==> src/rtl/cpu_pkg.sv <==
// Shared constants and types for the 8-bit CPU: opcodes, ALU codes,
// write-data selects, special register indices and sequencer states.
package cpu_pkg;

  // Opcode field values (byte0[7:3])
  localparam logic [4:0] OP_NOP  = 5'h00;
  localparam logic [4:0] OP_LDI  = 5'h01;
  localparam logic [4:0] OP_LD   = 5'h02;
  localparam logic [4:0] OP_ST   = 5'h03;
  localparam logic [4:0] OP_ADD  = 5'h04;
  localparam logic [4:0] OP_SUB  = 5'h05;
  localparam logic [4:0] OP_AND  = 5'h06;
  localparam logic [4:0] OP_OR   = 5'h07;
  localparam logic [4:0] OP_XOR  = 5'h08;
  localparam logic [4:0] OP_MOV  = 5'h09;
  localparam logic [4:0] OP_JMP  = 5'h0A;
  localparam logic [4:0] OP_DJNZ = 5'h0B;
  localparam logic [4:0] OP_HLT  = 5'h1F;

  // ALU operation codes
  localparam logic [2:0] ALU_ADD = 3'd0;
  localparam logic [2:0] ALU_SUB = 3'd1;
  localparam logic [2:0] ALU_AND = 3'd2;
  localparam logic [2:0] ALU_OR  = 3'd3;
  localparam logic [2:0] ALU_XOR = 3'd4;
  localparam logic [2:0] ALU_DEC = 3'd5;

  // Register-file write-data source selects
  localparam logic [1:0] WD_ALU = 2'd0;
  localparam logic [1:0] WD_ACC = 2'd1;
  localparam logic [1:0] WD_MEM = 2'd2;

  // Register-file layout: r0..r2 general, r3 accumulator, r4 loop counter
  localparam logic [2:0] REG_ACC   = 3'd3;
  localparam logic [2:0] REG_COUNT = 3'd4;
  localparam logic [2:0] REG_LAST  = 3'd4;

  typedef enum logic [2:0] {
    StFetch,
    StDecode,
    StFetchOp,
    StLatchOp,
    StExec,
    StMemWait,
    StHalt
  } state_e;

  typedef enum logic [3:0] {
    ClsNop,
    ClsHlt,
    ClsAlu,
    ClsMov,
    ClsLdi,
    ClsLd,
    ClsSt,
    ClsJmp,
    ClsDjnz
  } op_class_e;

  // Opcodes LDI..MOV carry a register operand that must name r0..r4
  function automatic logic op_uses_reg(input logic [4:0] op);
    return (op >= OP_LDI) && (op <= OP_MOV);
  endfunction

endpackage

==> src/rtl/cpu_decoder.sv <==
// Combinational instruction decoder: classifies byte0 of an instruction and
// flags undecodable opcodes or out-of-range register operands.
module cpu_decoder
  import cpu_pkg::*;
(
  input  logic [7:0] ir,
  output op_class_e  op_class,
  output logic [2:0] alu_op,
  output logic       two_byte,
  output logic       illegal
);

  logic [4:0] op;
  logic [2:0] reg_sel;

  assign op      = ir[7:3];
  assign reg_sel = ir[2:0];

  // Map opcode to class, ALU function and length; illegal forms decode as NOP
  always_comb begin
    op_class = ClsNop;
    alu_op   = ALU_ADD;
    two_byte = 1'b0;
    illegal  = 1'b0;
    case (op)
      OP_NOP:  op_class = ClsNop;
      OP_LDI:  begin op_class = ClsLdi;  two_byte = 1'b1; end
      OP_LD:   begin op_class = ClsLd;   two_byte = 1'b1; end
      OP_ST:   begin op_class = ClsSt;   two_byte = 1'b1; end
      OP_ADD:  begin op_class = ClsAlu;  alu_op = ALU_ADD; end
      OP_SUB:  begin op_class = ClsAlu;  alu_op = ALU_SUB; end
      OP_AND:  begin op_class = ClsAlu;  alu_op = ALU_AND; end
      OP_OR:   begin op_class = ClsAlu;  alu_op = ALU_OR;  end
      OP_XOR:  begin op_class = ClsAlu;  alu_op = ALU_XOR; end
      OP_MOV:  op_class = ClsMov;
      OP_JMP:  begin op_class = ClsJmp;  two_byte = 1'b1; end
      OP_DJNZ: begin op_class = ClsDjnz; two_byte = 1'b1; alu_op = ALU_DEC; end
      OP_HLT:  op_class = ClsHlt;
      default: illegal = 1'b1;
    endcase
    if (op_uses_reg(op) && (reg_sel > REG_LAST)) begin
      illegal  = 1'b1;
      op_class = ClsNop;
      alu_op   = ALU_ADD;
      two_byte = 1'b0;
    end
  end

endmodule

==> src/rtl/cpu_control_unit.sv <==
// Multi-cycle sequencer for the 8-bit CPU. Fetches one- or two-byte
// instructions from RAM and steers the register file, ALU and RAM.
module cpu_control_unit
  import cpu_pkg::*;
(
  input  logic       clk,
  input  logic       reset,
  input  logic [7:0] mem_dout,
  input  logic       alu_zero,
  output logic [7:0] mem_addr,
  output logic       mem_re,
  output logic       mem_we,
  output logic       rf_we,
  output logic [2:0] rf_wa,
  output logic [2:0] rf_ra,
  output logic [2:0] rf_rb,
  output logic [1:0] wd_sel,
  output logic [2:0] alu_op,
  output logic [7:0] pc,
  output logic       halted,
  output logic       illegal
);

  state_e     state_q, state_d;
  logic [7:0] pc_q, pc_d;
  logic [7:0] ir_q, ir_d;
  logic [7:0] opr_q, opr_d;

  // In DECODE the instruction byte is still on mem_dout; afterwards it lives in IR
  logic [7:0] dec_ir;
  logic [2:0] ir_reg;
  op_class_e  dec_class;
  logic [2:0] dec_alu_op;
  logic       dec_two_byte;
  logic       dec_illegal;

  assign dec_ir = (state_q == StDecode) ? mem_dout : ir_q;
  assign ir_reg = ir_q[2:0];

  cpu_decoder u_decoder (
    .ir       (dec_ir),
    .op_class (dec_class),
    .alu_op   (dec_alu_op),
    .two_byte (dec_two_byte),
    .illegal  (dec_illegal)
  );

  // State, PC and instruction registers with synchronous reset
  always_ff @(posedge clk) begin
    if (reset) begin
      state_q <= StFetch;
      pc_q    <= 8'h00;
      ir_q    <= 8'h00;
      opr_q   <= 8'h00;
    end else begin
      state_q <= state_d;
      pc_q    <= pc_d;
      ir_q    <= ir_d;
      opr_q   <= opr_d;
    end
  end

  // Next-state, PC and operand-latch logic
  always_comb begin
    state_d = state_q;
    pc_d    = pc_q;
    ir_d    = ir_q;
    opr_d   = opr_q;
    case (state_q)
      StFetch: state_d = StDecode;
      StDecode: begin
        ir_d = mem_dout;
        pc_d = pc_q + 8'd1;
        if (dec_illegal) begin
          state_d = StFetch;
        end else if (dec_class == ClsHlt) begin
          state_d = StHalt;
        end else if (dec_two_byte) begin
          state_d = StFetchOp;
        end else if ((dec_class == ClsAlu) || (dec_class == ClsMov)) begin
          state_d = StExec;
        end else begin
          state_d = StFetch;
        end
      end
      StFetchOp: state_d = StLatchOp;
      StLatchOp: begin
        opr_d = mem_dout;
        pc_d  = pc_q + 8'd1;
        case (dec_class)
          ClsJmp: begin
            pc_d    = mem_dout;
            state_d = StFetch;
          end
          ClsLd, ClsSt, ClsDjnz: state_d = StExec;
          default: state_d = StFetch;
        endcase
      end
      StExec: begin
        state_d = (dec_class == ClsLd) ? StMemWait : StFetch;
        // Branch decision uses the ALU result of COUNT-1 computed this cycle
        if ((dec_class == ClsDjnz) && !alu_zero) begin
          pc_d = opr_q;
        end
      end
      StMemWait: state_d = StFetch;
      StHalt:    state_d = StHalt;
      default:   state_d = StFetch;
    endcase
  end

  // Moore output decode; everything is held at zero while reset is high
  always_comb begin
    mem_addr = 8'h00;
    mem_re   = 1'b0;
    mem_we   = 1'b0;
    rf_we    = 1'b0;
    rf_wa    = 3'd0;
    rf_ra    = 3'd0;
    rf_rb    = 3'd0;
    wd_sel   = WD_ALU;
    alu_op   = ALU_ADD;
    halted   = 1'b0;
    illegal  = 1'b0;
    pc       = reset ? 8'h00 : pc_q;
    if (!reset) begin
      case (state_q)
        StFetch, StFetchOp: begin
          mem_addr = pc_q;
          mem_re   = 1'b1;
        end
        StDecode: illegal = dec_illegal;
        StLatchOp: begin
          if (dec_class == ClsLdi) begin
            rf_we  = 1'b1;
            rf_wa  = ir_reg;
            wd_sel = WD_MEM;
          end
        end
        StExec: begin
          case (dec_class)
            ClsAlu: begin
              rf_ra  = REG_ACC;
              rf_rb  = ir_reg;
              rf_wa  = REG_ACC;
              alu_op = dec_alu_op;
              wd_sel = WD_ALU;
              rf_we  = 1'b1;
            end
            ClsMov: begin
              rf_ra  = REG_ACC;
              rf_wa  = ir_reg;
              wd_sel = WD_ACC;
              rf_we  = 1'b1;
            end
            ClsSt: begin
              mem_addr = opr_q;
              mem_we   = 1'b1;
              rf_ra    = ir_reg;
            end
            ClsLd: begin
              mem_addr = opr_q;
              mem_re   = 1'b1;
            end
            ClsDjnz: begin
              rf_ra  = REG_COUNT;
              rf_wa  = REG_COUNT;
              alu_op = ALU_DEC;
              wd_sel = WD_ALU;
              rf_we  = 1'b1;
            end
            default: ;
          endcase
        end
        StMemWait: begin
          rf_we  = 1'b1;
          rf_wa  = ir_reg;
          wd_sel = WD_MEM;
        end
        StHalt:  halted = 1'b1;
        default: ;
      endcase
    end
  end

endmodule

==> config.mk <==
export PLATFORM = sky130hd
export DESIGN_NAME = cpu_control_unit
export DESIGN_NICKNAME = d
export VERILOG_FILES = /design/src/rtl/cpu_pkg.sv /design/src/rtl/cpu_decoder.sv /design/src/rtl/cpu_control_unit.sv
export SDC_FILE = /design/constraint.sdc
export NUM_CORES = 1
export LEC_CHECK = 0
export CORE_ASPECT_RATIO = 1.4
export CORE_MARGIN = 3
export CORE_UTILIZATION = 52
export DETAILED_ROUTE_END_ITERATION = 10
export GPL_TIMING_DRIVEN = 1
export PLACE_DENSITY_LB_ADDON = 0.15
export SYNTH_ARGS = -nofsm -noshare
export SYNTH_HDL_FRONTEND = slang
export SYNTH_SLANG_ARGS = --single-unit
==> constraint.sdc <==
create_clock -name clk -period 6.6 [get_ports clk]
set_input_delay 1.98 -clock clk [delete_from_list [all_inputs] [get_ports clk]]
set_output_delay 1.98 -clock clk [all_outputs]
set_load 0.02 [all_outputs]
==> impl_metrics.py <==
metrics = {
    "job": {
        "maxCapViolations": 0,
    },
    "critical_path": {
        "startpoint": "mem_dout[4]",
        "r2r-end": "pc_q[1]",
        "worst_setup_path_start_kind": "input port",
        "critPathMaxFanout": 9,
        "cp-end-kind": "output pin",
        "cp.arrival_ps": 4460,
        "critPathKind": "input port to output pin",
        "worstSetupEndpoint": "wd_sel[0]",
        "r2r-start": "state_q[2]",
        "worst_r2r_path_depth": 7,
        "rrSetupSlack_ps": 3180,
        "required_ps": 4620,
    },
    "clocking": {
        "clock_sink_count": 27,
        "cts-htree-levels": 1,
        "cts-buffers-inserted": 3,
        "clock_path_buffers": 2,
        "cts_tree": "done",
        "clk_latency_ps": 270,
        "postCtsHoldBufs": 0,
        "path_clk_slew_ps": 100,
        "cts-root-buf": "clkbuf_8",
    },
    "yosys": {
        "synth_top_area_share_pct": 23.4,
        "yosysTopAreaCell": "dfxtp_1",
        "synth_xor_area_share_pct": 3.42,
        "synthAdderAreaFrac_pct": 0.543,
        "yosys_register_bits": 27,
        "synthFlopType": "dfxtp_1",
        "synth-compound-area-share_pct": 28.3,
        "synthArstFlopShare_pct": 0,
        "synthMuxAreaShare_pct": 7.54,
        "syn_area_per_cell_um2": 7.66,
        "synth_top_family_by_area": "simple AND/OR/NAND/NOR gates",
        "synth_warnings": 0,
        "synth_edf_count": 0,
        "netlist_area_um2": 2310,
        "synth_area_leaders": "dfxtp_1, nand2_1, nor2_1, mux2i_1, a21oi_1",
        "synth-simple-area-share_pct": 30.2,
        "ys_types": 68,
        "yosysSeqAreaShare_pct": 23.4,
        "synthesis.nets": 313,
        "syn_inst": 301,
    },
    "finish": {
        "final_nets": 369,
        "stdcell_count": 416,
        "post-route-cell-area_um2": 3040,
        "syn_to_final_growth_pct": 31.9,
        "seq_area_um2": 541,
        "n_fill_cell": 383,
        "multi_input_area_um2": 1650,
        "antenna_cells": 0,
        "layout_common_cells": "nand2_1, buf_4, nor2_1",
        "final_common_cell": "nand2_1",
        "layout-drive-gt1-share_pct": 16.3,
        "utilization_pct": 71.8,
    },
    "timing": {
        "rsz0062_at_grt": "false",
        "slew_headroom_pct": 30.7,
        "post-route-min-period_ps": 6440,
        "period_share_pct": 97.6,
        "setup_viol": 0,
        "worst_slack_ps": 160,
        "worst_pin_slew_ps": 1040,
        "final_hold_viol_count": 0,
        "max_freq_mhz": 155,
        "drv_slew": 0,
        "clock_skew_ps": 8.74,
        "setup_tns_ps": 0,
    },
    "placed_design": {
        "place_ws_ps": -118,
        "portBuffers": 45,
        "placed_area_um2": 2920,
        "place.gp.congestion": 0.914,
        "placedCellCount": 410,
        "hpwl_mm": 5.08,
    },
    "die": {
        "ios": 46,
        "die-area_um2": 5280,
        "start_util_pct": 54.4,
        "coreArea_um2": 4240,
        "die_w_um": 62.3,
        "die_h_um": 84.8,
        "rows": 28,
    },
    "global_route": {
        "first_global_vias": 2506,
        "grt_antenna_before_repair": 0,
        "grt_pass1_wl_mm": 11.8,
        "grt_usage_pct": 26.9,
        "grt_max_degree": 33,
        "grt_overflow": 0,
    },
    "detailed_routing": {
        "ant_nets": 0,
        "routedWlPerCell_um": 16.8,
        "wl_met1_mm": 2.92,
        "wl_met3_um": 360,
        "top_layer_used": "met4",
        "vias": 2496,
        "drt_iter0_drc": 165,
        "via_per_inst": 6.00,
        "drc": 0,
        "route.met2.wl_mm": 3.58,
        "dr.pass1.iters": 4,
        "wirelength_mm": 6.99,
    },
    "power_and_ir_drop": {
        "p_leak_nw": 1.39,
        "vdd_drop_max_mv": 0.118,
        "power_density_nw_per_um2": 153,
    },
    "worst_hold_path": {
        "min_path_type": "flop to flop",
        "hold_depth": 2,
    },
    "outcome": {
        "outcome": "complete, no violations",
    },
}
==> through the flow <==
stage | power [mW] | hold WS [ps]
finish | 0.465 | 483
global route | 0.489 | 509
CTS | 0.460 | 480
detailed placement | 0.365 | 465
global placement | 0.361 | 467
floorplan | 0.306 | 450
==> power breakdown <==
part / switching [mW] / internal (mW)
Clock: 0.0541 / 0.0423
Combinational: 0.0950 / 0.0812
Sequential: 0.0193 / 0.173
Total: 0.168 / 0.297
==> worst max-delay path: stages <==
cell	delay, ps
clkdlybuf4s50_1	500
buf_4	180
a21oi_1	80
mux2i_1	260
xor2_1	190
nor3_2	360
nand3_2	170
nor2_1	130
clkdlybuf4s50_1	610
==> area by class of cell <==
type	count	share of cell area, %
clock inverter	1	0.165
timing repair buffer	76	23.2
clock buffer	3	1.36
inverter	6	0.740
tap	60	2.47
sequential	27	17.8
multi-input combinational	243	54.3
==> flip-flops by register name, summed over array words and instances (netlist names) <==
| signal | flops |
|---|---|
| state_q | 3 |
| opr_q | 8 |
| pc_q | 8 |
| ir_q | 8 |
==> synth_stat cells, types with 3 or more instances <==
| cell type | count |
|---|---|
| nand2b_1 | 5 |
| nor3_1 | 6 |
| o21ai_0 | 6 |
| nand3_1 | 11 |
| a31oi_1 | 6 |
| dfxtp_1 | 27 |
| a22oi_1 | 7 |
| nand3b_1 | 3 |
| inv_1 | 6 |
| nor2b_1 | 14 |
| a211oi_1 | 3 |
| o211ai_1 | 5 |
| mux2i_1 | 10 |
| nand2_1 | 42 |
| a21oi_1 | 19 |
| clkbuf_1 | 15 |
| xor2_1 | 4 |
| nor3b_1 | 3 |
| a22o_1 | 9 |
| xnor2_1 | 5 |
| nor2_1 | 29 |
| a311oi_1 | 5 |
| buf_6 | 4 |
| nand4_1 | 4 |
| buf_1 | 3 |
==> layer usage <==
metal  vias up  GRT usage, %
met1      1187          33.1
li1       1219             -
met3        10          2.95
met5         -             0
met2        80          48.4
met4         0          9.44
==> cell families (layout without fill, tap and decap cells) <==
family	after synthesis	after routing
DFF	27	27
muxes	15	15
xor gates and xnor gates	9	9
adders and majority gates	1	1
and+or+nand+nor	135	135
AOI/OAI and AO/OA	83	83
buffers and inverters	31	86
==> worst min-delay path by stage <==
stage              from       end
4_1_cts        opr_q[1]  opr_q[1]
3_5_place_dp   opr_q[1]  opr_q[1]
2_1_floorplan  opr_q[2]  opr_q[2]
6_report       opr_q[1]  opr_q[1]
5_1_grt        opr_q[3]  opr_q[3]
3_3_place_gp   opr_q[4]  opr_q[4]
==> repair_timing <==
item	4_1_cts	5_1_grt
endpoints found under the setup margin	13	13
gates resized for setup	15	16
pin swaps	0	2
setup buffers	0	2
Note: power is estimated with default switching activity, not from simulation.
